==> config.mk <==
export PLATFORM = sky130hd
export DESIGN_NAME = kf_seq_ctrl
export DESIGN_NICKNAME = d
export VERILOG_FILES = /design/src/rtl/kf_pkg.sv /design/src/rtl/kf_seq_ctrl.sv
export SDC_FILE = /design/constraint.sdc
export NUM_CORES = 1
export LEC_CHECK = 0
export ABC_AREA = 0
export BUFFER_PORTS_ARGS = -buffer_cell sky130_fd_sc_hd__buf_2
export CORE_UTILIZATION = 25
export CTS_CLUSTER_DIAMETER = 200
export DETAILED_ROUTE_END_ITERATION = 8
export HOLD_SLACK_MARGIN = 0.15
export PLACE_DENSITY = 0.45
export REMOVE_ABC_BUFFERS = 1
export SETUP_SLACK_MARGIN = 0.5
export SLEW_MARGIN = 30
export SYNTH_ARGS = -nofsm -noshare
export SYNTH_HDL_FRONTEND = slang
export SYNTH_SLANG_ARGS = --single-unit
==> constraint.sdc <==
create_clock -name clk -period 1.99 [get_ports clk]
set_clock_uncertainty 0.2 [all_clocks]
set_input_delay 0.398 -clock clk [delete_from_list [all_inputs] [get_ports clk]]
set_output_delay 0.398 -clock clk [all_outputs]
set_load 0.005 [all_outputs]
==> src/rtl/kf_pkg.sv <==
// kf_pkg: shared widths, fixed-point constants and sequencer state encoding
package kf_pkg;
    localparam int WX = 16;
    localparam int WP = 32;
    localparam int WF_X = 15;
    localparam int WF_P = 29;
    localparam logic [31:0] ONE = 32'h2000_0000;
    localparam logic [15:0] X0_DEF = 16'h0000;
    localparam logic [31:0] P0_DEF = ONE;
    localparam logic [31:0] Q_DEF = ONE;
    localparam logic [31:0] R_DEF = ONE;
    typedef enum logic [1:0] {
        INIT  = 2'd0,
        IDLE  = 2'd1,
        ISSUE = 2'd2,
        WAIT  = 2'd3
    } seq_state_t;
endpackage

==> src/rtl/kf_seq_ctrl.sv <==
// kf_seq_ctrl: serialises samples into one kf_scalar core, owns init/Q/R config and watches the result
module kf_seq_ctrl #(
    parameter int WX = kf_pkg::WX,
    parameter int WP = kf_pkg::WP,
    parameter int CORE_LAT = 10,
    parameter int TO_CYC = 32,
    parameter int SEQW = 16
) (
    input  logic            clk,
    input  logic            rst,
    input  logic            s_valid,
    output logic            s_ready,
    input  logic [WX-1:0]   s_z,
    input  logic            cfg_we,
    input  logic [WX-1:0]   cfg_x0,
    input  logic [WP-1:0]   cfg_P0,
    input  logic [WP-1:0]   cfg_Q,
    input  logic [WP-1:0]   cfg_R,
    input  logic            cfg_init,
    output logic            k_s_valid,
    output logic [WX-1:0]   k_z,
    output logic            k_load_init,
    output logic [WX-1:0]   k_x0,
    output logic [WP-1:0]   k_P0,
    output logic [WP-1:0]   k_Q,
    output logic [WP-1:0]   k_R,
    input  logic            k_m_valid,
    output logic            k_m_ready,
    input  logic [WX-1:0]   k_x_hat,
    output logic            m_valid,
    input  logic            m_ready,
    output logic [WX-1:0]   m_x,
    output logic [SEQW-1:0] m_seq,
    output logic            busy,
    output logic            err_timeout,
    input  logic            err_clr
);
    import kf_pkg::*;

    localparam int WDW = $clog2(TO_CYC + 1);

    if (TO_CYC <= CORE_LAT + 2) begin : g_to_check
        $error("TO_CYC must exceed CORE_LAT+2");
    end

    seq_state_t      state, state_nx;
    logic [WX-1:0]   sh_x0;
    logic [WP-1:0]   sh_p0, sh_q, sh_r;
    logic            init_pend;
    logic [WDW-1:0]  wd;
    logic [SEQW-1:0] seq_cnt;
    logic            capture, timeout;

    assign k_x0 = sh_x0;
    assign k_P0 = sh_p0;
    assign busy = state != IDLE;

    // next state and per-state handshake strobes
    always_comb begin
        state_nx = state;
        s_ready = 1'b0;
        k_s_valid = 1'b0;
        k_load_init = 1'b0;
        k_m_ready = 1'b0;
        capture = 1'b0;
        timeout = 1'b0;
        case (state)
            INIT: begin
                k_load_init = !rst;
                state_nx = IDLE;
            end
            IDLE: begin
                s_ready = !(init_pend || cfg_init) && (!m_valid || m_ready);
                state_nx = (init_pend || cfg_init) ? INIT : (s_valid && s_ready) ? ISSUE : IDLE;
            end
            ISSUE: begin
                k_s_valid = 1'b1;
                state_nx = WAIT;
            end
            WAIT: begin
                k_m_ready = 1'b1;
                capture = k_m_valid;
                timeout = !k_m_valid && (wd == WDW'(TO_CYC - 1));
                state_nx = capture ? IDLE : timeout ? INIT : WAIT;
            end
            default: state_nx = INIT;
        endcase
    end

    // state, config shadow/active registers, watchdog and result holding register
    always_ff @(posedge clk) begin
        if (rst) begin
            state <= INIT;
            sh_x0 <= WX'(X0_DEF);
            sh_p0 <= WP'(P0_DEF);
            sh_q <= WP'(Q_DEF);
            sh_r <= WP'(R_DEF);
            k_Q <= WP'(Q_DEF);
            k_R <= WP'(R_DEF);
            init_pend <= 1'b0;
            k_z <= '0;
            wd <= '0;
            m_valid <= 1'b0;
            m_x <= '0;
            m_seq <= '0;
            seq_cnt <= '0;
            err_timeout <= 1'b0;
        end else begin
            state <= state_nx;
            if (cfg_we) begin
                sh_x0 <= cfg_x0;
                sh_p0 <= cfg_P0;
                sh_q <= cfg_Q;
                sh_r <= cfg_R;
            end
            if (state == INIT || state == IDLE) begin
                k_Q <= sh_q;
                k_R <= sh_r;
            end
            init_pend <= (cfg_init && state != IDLE) ? 1'b1 : (state == INIT) ? 1'b0 : init_pend;
            if (state == IDLE && s_valid && s_ready) k_z <= s_z;
            wd <= (state == ISSUE) ? '0 : (state == WAIT && wd != WDW'(TO_CYC)) ? wd + 1'b1 : wd;
            m_valid <= capture || (m_valid && !m_ready);
            if (capture) m_x <= k_x_hat;
            m_seq <= (state == INIT) ? '0 : capture ? seq_cnt : m_seq;
            seq_cnt <= (state == INIT) ? '0 : capture ? seq_cnt + 1'b1 : seq_cnt;
            err_timeout <= timeout || (err_timeout && !err_clr);
        end
    end
endmodule
# ---- Word-level counts from Yosys, hierarchy flattened
# Index checks and enable logic that the tools add are counted.
dict set report op_classes {
  add_sub_neg 2
  magnitude_cmp 0
  reduce_logical 24
  bitwise_logic 0
  n_mul 0
  n_mux 13
  n_eq_ne 6
  n_shift 0
  div_mod_pow 0
}
# operator count
set ops {}
lappend ops {{$add A16 B1 Y16 const B} 1}
lappend ops {{$logic_and A1 B1 Y1} 9}
lappend ops {{$mux W1} 8}
lappend ops {{$mux W2} 4}
lappend ops {{$pmux W2 S4} 1}
lappend ops {{$add A6 B1 Y6 const B} 1}
lappend ops {{$eq A6 B5 Y1 const B} 1}
lappend ops {{$logic_not A1 Y1} 6}
lappend ops {{$ne A6 B6 Y1 const B} 1}
lappend ops {{$logic_or A1 B1 Y1} 5}
lappend ops {{$eq A2 B2 Y1 const B} 2}
lappend ops {{$reduce_or A2 Y1} 2}
lappend ops {{$eq A2 B1 Y1 const B} 1}
lappend ops {{$logic_not A2 Y1} 1}
lappend ops {{$ne A2 B1 Y1 const B} 1}
lappend ops {{$reduce_bool A2 Y1} 1}
dict set report totals {
  register_bits 251
  output_inout_bits 167
  romBits 0
  wordCells 60
  latch_bits 0
  ramBits 0
  mem_count 0
}

# ---- Depth between registers and ports, before layout
# Gate-level depths: netlist (run 1).
dict set report logic_depth {
  depth_word 7
  depth_mapped 6
}

# ---- Worst setup path after synthesis (run 1)
# OpenSTA, ideal clock, no wires.
dict set report synth_timing {
  path_kind {register -> register}
  from {reg seq_cnt[2]}
  to {reg seq_cnt[15]}
  period_less_slack_ps 1777
  setup_slack_ps 213
  path_stages_with_launch 5
  setup_ps 70
  arrival_time_ps 1507
  path_cell_list {dfxtp_1 nand4_2 or3_4 or4_1 a21oi_1}
}
dict set report synth_via {
  elab_chain_len 1
}
# item line
set synth_rtl {}
lappend synth_rtl {{start, declared} kf_seq_ctrl.sv:51} ;# logic [SEQW-1:0] seq_cnt;
lappend synth_rtl {{start signal, assigned} kf_seq_ctrl.sv:126} ;# seq_cnt <= (state == INIT) ? '0 : capture ? seq_cnt + 1'b1 : seq_cnt;
lappend synth_rtl {{$add A16 B1 Y16} kf_seq_ctrl.sv:126}
# No other way between the ends.
# A chain may end at the register's enable or synchronous reset.

# ---- Worst setup path after layout (run 1)
dict set report layout_timing {
  from {reg state[1]}
  to {out s_ready}
}
dict set report layout_via {
  elab_chain_len 2
}
# item line
set layout_rtl {}
lappend layout_rtl {{start, declared} kf_seq_ctrl.sv:46} ;# seq_state_t state, state_nx;
lappend layout_rtl {{start signal, assigned} kf_seq_ctrl.sv:109} ;# state <= state_nx;
lappend layout_rtl {{$eq A2 B1 Y1} kf_seq_ctrl.sv:67} ;# case (state)
lappend layout_rtl {{$mux W1} kf_seq_ctrl.sv:67}
lappend layout_rtl {{end, declared} kf_seq_ctrl.sv:12} ;# output logic s_ready,
# No other way between the ends.

==> results.json, run 1 <==
{
  "comb_power_share_pct": 12.8,
  "slew_headroom_pct": 70.7,
  "avgSynthCellArea_sq_um": 9.71,
  "chipHeight_um": 192,
  "grt_pass1_vias": 8476,
  "drc": 0,
  "dr_total_vias": 8532,
  "status": "complete, but fails checks",
  "path_cells": "buf_12 > nor2b_4 > and3_1 > buf_2",
  "crit_path_max_fanout": 5,
  "yosysWarnings": 0,
  "max_freq_ghz": 0.494,
  "antenna_found_initial": 0,
  "setup-tns-final_ns": -0.0884,
  "tightest_slew_ns": 0.439,
  "die_x_um": 192,
  "worst_ep_required_time_ns": 1.39,
  "violations": "negative hold slack, negative setup slack",
  "period_share_pct": 102,
  "slew_violations": 0,
  "path_buf_inv": 2,
  "insertion_delay_ns": 0.55,
  "nFillCells": 3323,
  "cts.sinks": 251,
  "p_leak_nw": 7.33,
  "grt_max_degree": 91,
  "slowest_delay_ns": 0.35,
  "setup_slack_ns": -0.0355,
  "clkTransAtPathRegs_ns": 0.06,
  "rsz0062_at_grt": "yes",
  "grt-ovfl-total": 0,
  "drt-total-wl_mm": 30.4,
  "critPathTopFamily": "flip-flops",
  "synthCells": 930,
  "final_area_sq_um": 16500,
  "end_kind": "primary output",
  "final_nets": 1630,
  "regArea_sq_um": 5240,
  "antenna_left": 0,
  "cts_tree": "built",
  "cts-root-buf": "clkbuf_16",
  "worst_path_max_delay_cell": "dfxtp_4",
  "powerDensity_nw_per_um2": 760,
  "worstPathArrival_ns": 1.43,
  "dpl_cell_area_sq_um": 11300,
  "hpwl_mm": 17.7,
  "multi_input_area_sq_um": 4310,
  "fp.coreArea_sq_um": 35600,
  "ir_worst_vdd_v": 0.000572,
  "cts_max_path_buffers": 3,
  "wl_per_cell_um": 15.5,
  "hold_viol": 6,
  "p_clk_share_pct": 44.2,
  "swShare_pct": 23.6,
  "gp_congestion": 0.729,
  "drt-initial-drc-count": 256,
  "p_int_mw": 9.56,
  "ys_types": 35,
  "drive_above_1_share_pct": 50.5,
  "ys_seq_area_share_pct": 55.6,
  "ys_seq_elements": 251,
  "post-place-ws_ns": 0.102,
  "final_util_pct": 46.3,
  "rows": 69,
  "holdBufCountCts": 148,
  "area_delta_synth_final_pct": 82.4,
  "via_per_inst": 4.36,
  "power_frac_seq_pct": 43.1,
  "period_needed_ns": 2.03,
  "maxCapViolCount": 0,
  "cts_buffers": 29,
  "whs_ns": -0.0180,
  "syn_area_sq_um": 9030,
  "antennaDiodeCount": 0,
  "grt_pass1_wl_mm": 44.3,
  "io_pins": 319,
  "hp-class": "input pin to flip-flop",
  "port_buffers": 318,
  "dp_cells": 1684,
  "cp-start-kind": "flip-flop",
  "htreeDepth": 1,
  "start_util_pct": 25.4,
  "p_total_mw": 12.5,
  "first_pass_iters": 4,
  "finalSetupViolCount": 5,
  "switching_power_mw": 2.96,
  "path_class": "flip-flop to primary output",
  "stdcell_count": 1957,
  "grtUsageTotal_pct": 15.2,
  "die_area_sq_um": 36900
}
logic make-up (layout without fill, tap and decap cells):
kind of cell,after synthesis,after routing,synth area share [%]
AND/OR/NAND/NOR,341,341,15.7
flip-flops,251,251,55.6
multiplexers,172,172,19.1
AO/OA/AOI/OAI,84,84,5.18
buffers and inverters,70,636,3.14
XOR/XNOR,9,9,0.873
adder cells (fa/ha/maj),3,3,0.416
sequential cells by signal, indices dropped and copies added, names as in the netlist:
| signal | flops |
|---|---|
| m_x | 16 |
| seq_cnt | 16 |
| err_timeout | 1 |
| init_pend | 1 |
| k_z | 16 |
| k_R | 32 |
| k_x0 | 16 |
| k_P0 | 32 |
| wd | 6 |
| sh_r | 32 |
| k_Q | 32 |
| m_seq | 16 |
| state | 2 |
| m_valid | 1 |
| sh_q | 32 |
power by group through the flow:
stage               registers, mW  clock network, mW  logic (mW)
floorplan                    5.48                  0       0.353
global placement             5.45                  0       0.946
detailed placement           5.45                  0       0.954
CTS                          5.38               5.71        1.48
global route                 5.41               5.92        1.73
finish                       5.39               5.53        1.60
cell usage in the layout, fill, tap and decap left out, types with 8 or more instances in the layout:
| master | netlist | final |
|---|---|---|
| a21oi_1 | 62 | 27 |
| a21oi_2 | 0 | 35 |
| buf_12 | 0 | 17 |
| buf_16 | 0 | 16 |
| buf_2 | 17 | 196 |
| buf_4 | 0 | 54 |
| buf_6 | 0 | 136 |
| clkbuf_16 | 0 | 31 |
| clkbuf_8 | 0 | 8 |
| dfxtp_1 | 251 | 83 |
| dfxtp_2 | 0 | 166 |
| dlygate4sd3_1 | 0 | 147 |
| inv_1 | 9 | 8 |
| mux2i_1 | 172 | 171 |
| nand2_1 | 104 | 65 |
| nand2_2 | 0 | 16 |
| nand2_4 | 0 | 23 |
| nor2_1 | 190 | 183 |
final cells by class:
type | instances | area share, %
Clock inverter | 12 | 0.888
Timing Repair Buffer | 575 | 32.3
Sequential cell | 251 | 31.8
Multi-Input combinational cell | 609 | 26.1
Tap cell | 461 | 3.50
Inverter | 9 | 0.228
Clock buffer | 40 | 5.14
worst min-delay path, stage by stage:
cell and delay [ns]:
buf_2 0.10, a21oi_1 0.06, nor3_1 0.12
layer usage:
layer  up-vias  global-route usage (%)  share of wire (%)
li1       4217                       -                  -
met1      3981                    17.4                 41
met2       290                    26.5                 48
met3        44                    5.23                8.9
met4         0                    4.15                2.0
met5         -                       0                  0
synth_stat cells (all sizes together):
library cell | instances | share of area (%)
nor4 | 2 | 0.14
nor2b | 4 | 0.28
o21ai | 6 | 0.33
nand3b | 1 | 0.083
mux2i | 172 | 19
xnor2 | 6 | 0.58
clkbuf | 36 | 1.5
nor4b | 2 | 0.19
and3 | 5 | 0.35
o31ai | 4 | 0.33
o32ai | 1 | 0.097
or3 | 4 | 0.33
nand3 | 6 | 0.33
a22oi | 3 | 0.25
dfxtp | 251 | 56
a31o | 1 | 0.097
nand2b | 2 | 0.14
a211o | 5 | 0.48
nand2 | 104 | 4.3
a21oi | 62 | 3.4
or4 | 4 | 0.33
and2 | 2 | 0.14
nand4 | 7 | 0.55
and4 | 4 | 0.39
nor2 | 190 | 7.9
buf | 25 | 1.3
inv | 9 | 0.37
o21bai | 1 | 0.083
ha | 3 | 0.42
a31oi | 1 | 0.069
nor3 | 4 | 0.22
xor2 | 3 | 0.29
timing repair:
action / CTS / global route
setup buffers: 31 / 25
gates resized for setup: 387 / 124
pin swaps: 62 / 20
hold endpoints to repair: 167 / 36
endpoints found under the setup margin: 274 / 303
cloned: 14 / 3
path summary, 6_finish.rpt:
path                       start                  endpoint  slack [ns]  cells past startpoint
max          state[1]$_SDFF_PP0_                   s_ready       -0.04                      4
max reg2reg  state[1]$_SDFF_PP0_  seq_cnt[15]$_SDFFE_PP0P_       -0.01                      7
min reg2reg  k_z[6]$_SDFFE_PP0P_       k_z[6]$_SDFFE_PP0P_        0.25                      2
min                     cfg_init    init_pend$_SDFFE_PP0P_       -0.02                      3
(Power assumes the default switching activity.)
==> inputs of run 2 (changes only) <==
Settings changed: ABC_AREA 0 to 1.
==> run 2 against run 1 <==
The flow finishes with violations (negative setup slack). Synthesized area decreased by 0.15%. Sequential share of layout area increased by 1.1 points. Global-route usage increased by 0.61 points. Largest cell class is now registers. Via count increased by 12%. Die area decreased by 0.15%. Critical path depth increased by 1. Critical path type unchanged. First-iteration DRC count increased by 13%. Combinational power increased by 4%. Power increased by 2.0%.
==> results.json, run 2 <==
{
  "status": "complete, but fails checks",
  "violations": "negative setup slack",
  "synth-main-ff-cell": "dfxtp_1",
  "hold_end": "m_valid$_SDFF_PP0_",
  "hpwl_mm": 18.8,
  "final_cell_mix": "nor2_1 (389), buf_2 (198), o21ai_0 (177), dfxtp_2 (165), dlygate4sd3_1 (161)",
  "start_util_pct": 25.4,
  "rsz0062_at_grt": "yes",
  "period_needed_ns": 2.02,
  "stdcell_count": 2170,
  "final_nets": 1843,
  "wl_met3_mm": 2.62,
  "dr_total_vias": 9537,
  "synth_area_leaders": "dfxtp_1 (56%), nor2_1 (16%), o21ai_0 (11%)",
  "drt-initial-drc-count": 288,
  "highest-signal-layer": "met4",
  "crit_path_max_fanout": 2,
  "drive_above_1_share_pct": 42.2,
  "cts_buffers": 29,
  "r2r_slack_ns": 0.22,
  "worstPathArrival_ns": 1.42,
  "hp-class": "input pin to flip-flop",
  "nFillCells": 3427,
  "grt_pass1_vias": 9274,
  "area_delta_synth_final_pct": 76.7,
  "setup_slack_ns": -0.0269,
  "avgSynthCellArea_sq_um": 7.73,
  "grt_pass1_wl_mm": 47.0,
  "cts_max_path_buffers": 3,
  "finalSetupViolCount": 1,
  "first_pass_iters": 4,
  "cts.sinks": 251,
  "htreeDepth": 1,
  "whs_ns": 0.0686,
  "synth_top_cell_area_share_pct": 55.7,
  "slew_violations": 0,
  "dp_cells": 1893,
  "grt_max_degree": 108,
  "hold_path_startpoint": "m_ready",
  "synth_most_common_cell": "nor2_1",
  "met2WireLength_mm": 15.5,
  "cp-start-kind": "flip-flop",
  "multi_input_area_sq_um": 4010,
  "synthCells": 1167,
  "synth_edf_count": 0,
  "antenna_left": 0,
  "cts_tree": "built",
  "drt-total-wl_mm": 32.2,
  "die_area_sq_um": 36800,
  "powerDensity_nw_per_um2": 802,
  "path_class": "flip-flop to primary output",
  "die_x_um": 192,
  "ys_seq_area_share_pct": 55.7,
  "tightest_slew_ns": 0.428,
  "yosysTopAreaCell": "dfxtp_1",
  "synthArstFlopShare_pct": 0,
  "synth_common_cells": "nor2_1 (396), dfxtp_1 (251), o21ai_0 (196)",
  "port_buffers": 318,
  "hold_path_depth": 4,
  "syn_area_sq_um": 9020,
  "fp.coreArea_sq_um": 35600,
  "regArea_sq_um": 5240,
  "cts-root-buf": "clkbuf_16",
  "final_common_cell": "nor2_1",
  "maxCapViolCount": 0,
  "end_kind": "primary output",
  "antenna_found_initial": 2,
  "drc": 0,
  "p_leak_nw": 7.27,
  "reg2reg_depth": 10,
  "chipHeight_um": 192,
  "ys_types": 30,
  "worst_ep_required_time_ns": 1.39,
  "grtUsageTotal_pct": 15.8,
  "gp_congestion": 0.742,
  "hold_viol": 0,
  "io_pins": 319,
  "yosysWarnings": 0,
  "period_share_pct": 101,
  "worst_r2r_startpoint": "state[0]$_SDFF_PP0_",
  "r2r_end": "m_x[7]$_SDFFE_PP0P_",
  "grt-ovfl-total": 0,
  "ys_seq_elements": 251,
  "clkTransAtPathRegs_ns": 0.06,
  "via_per_inst": 4.39,
  "insertion_delay_ns": 0.57,
  "slew_headroom_pct": 71.3,
  "ir_worst_vdd_v": 0.000638,
  "wl_met1_mm": 13.6,
  "rows": 69,
  "wl_per_cell_um": 14.9,
  "max_freq_ghz": 0.496
}
## run 2: cell count changes after synthesis, sizes merged, moves of 6 or more
cell / delta
xnor2: -6
nor2: +212
mux2i: -172
a21oi: -12
inv: +33
clkbuf: +10
nand3: +13
o21ai: +205
## run 2: worst max-delay path, cell delays in order, from the launching register on
cell	delay (ns)
dfxtp_2	0.31
or2_4	0.24
nor2_4	0.10
nand2_2	0.07
inv_2	0.06
buf_6	0.08
## run 2: cell type report
| class | instances | share of cell area (%) |
|---|---|---|
| Antenna cell | 1 | 0.0157 |
| Clock buffer | 45 | 5.50 |
| Clock inverter | 6 | 0.793 |
| Inverter | 42 | 1.30 |
| Multi-Input combinational cell | 804 | 25.1 |
| Sequential cell | 251 | 32.9 |
| Tap cell | 461 | 3.62 |
| Timing Repair Buffer | 559 | 30.7 |
| Timing Repair inverter | 1 | 0.0550 |
## run 2: worst max path at each step
| stage | startpoint | end | slack [ns] |
|---|---|---|---|
| global route | init_pend$_SDFFE_PP0P_ | s_ready | -0.1 |
| global placement | cfg_init | k_z[1]$_SDFFE_PP0P_ | 0.18 |
| detailed placement | cfg_init | k_z[2]$_SDFFE_PP0P_ | 0.15 |
| finish | init_pend$_SDFFE_PP0P_ | s_ready | -0.03 |
| floorplan | rst | m_seq[10]$_SDFFE_PP0P_ | -1.91 |
| CTS | init_pend$_SDFFE_PP0P_ | s_ready | -0.11 |
## run 2: routing by layer
metal  global-route usage (%)  vias to the layer above
li1                         -                     4794
met4                     3.24                        0
met1                     18.8                     4408
met3                     5.66                       45
met2                     27.1                      290
met5                        0                        -
## run 2: kinds of logic (layout without fill, tap and decap cells)
group	Yosys count	after routing	share of synthesized area, %
AOI/OAI and AO/OA	263	263	14.7
adders and majority gates	3	3	0.416
and+or+nand+nor	535	537	23.7
other	0	1	0
DFF	251	251	55.7
xor gates and xnor gates	1	1	0.0971
buffers and inverters	114	653	5.40
## run 2: repair_timing
item,in CTS,in global routing
buffers inserted,26,21
setup endpoints to repair,225,416
pin swaps,15,26
hold endpoints to repair,157,6
cloned,4,7
hold buffers,166,2
resized for setup,316,177
## run 2: stage by stage
| step | setup slack, ns | utilization [%] | TNS, ns | area, sq um | power (mW) |
|---|---|---|---|---|---|
| floorplan | -1.91 | - | -272.15 | 8690 | 6.03 |
| global placement | 0.176 | 31.1 | 0 | 11100 | 6.64 |
| detailed placement | 0.149 | 31.1 | 0 | 11100 | 6.65 |
| CTS | -0.109 | 41.7 | -0.235 | 14800 | 12.8 |
| global route | -0.0986 | 44.8 | -0.177 | 15900 | 13.4 |
| finish | -0.0269 | 44.8 | -0.0269 | 15900 | 12.8 |
## run 2: power breakdown
part           internal [mW]  leakage (nW)  total [mW]  switching [mW]
registers               5.36          2.13        5.53           0.170
clock network           3.41         0.492        5.58            2.17
logic                  0.914          4.65        1.67           0.761
total                   9.68          7.27        12.8            3.10
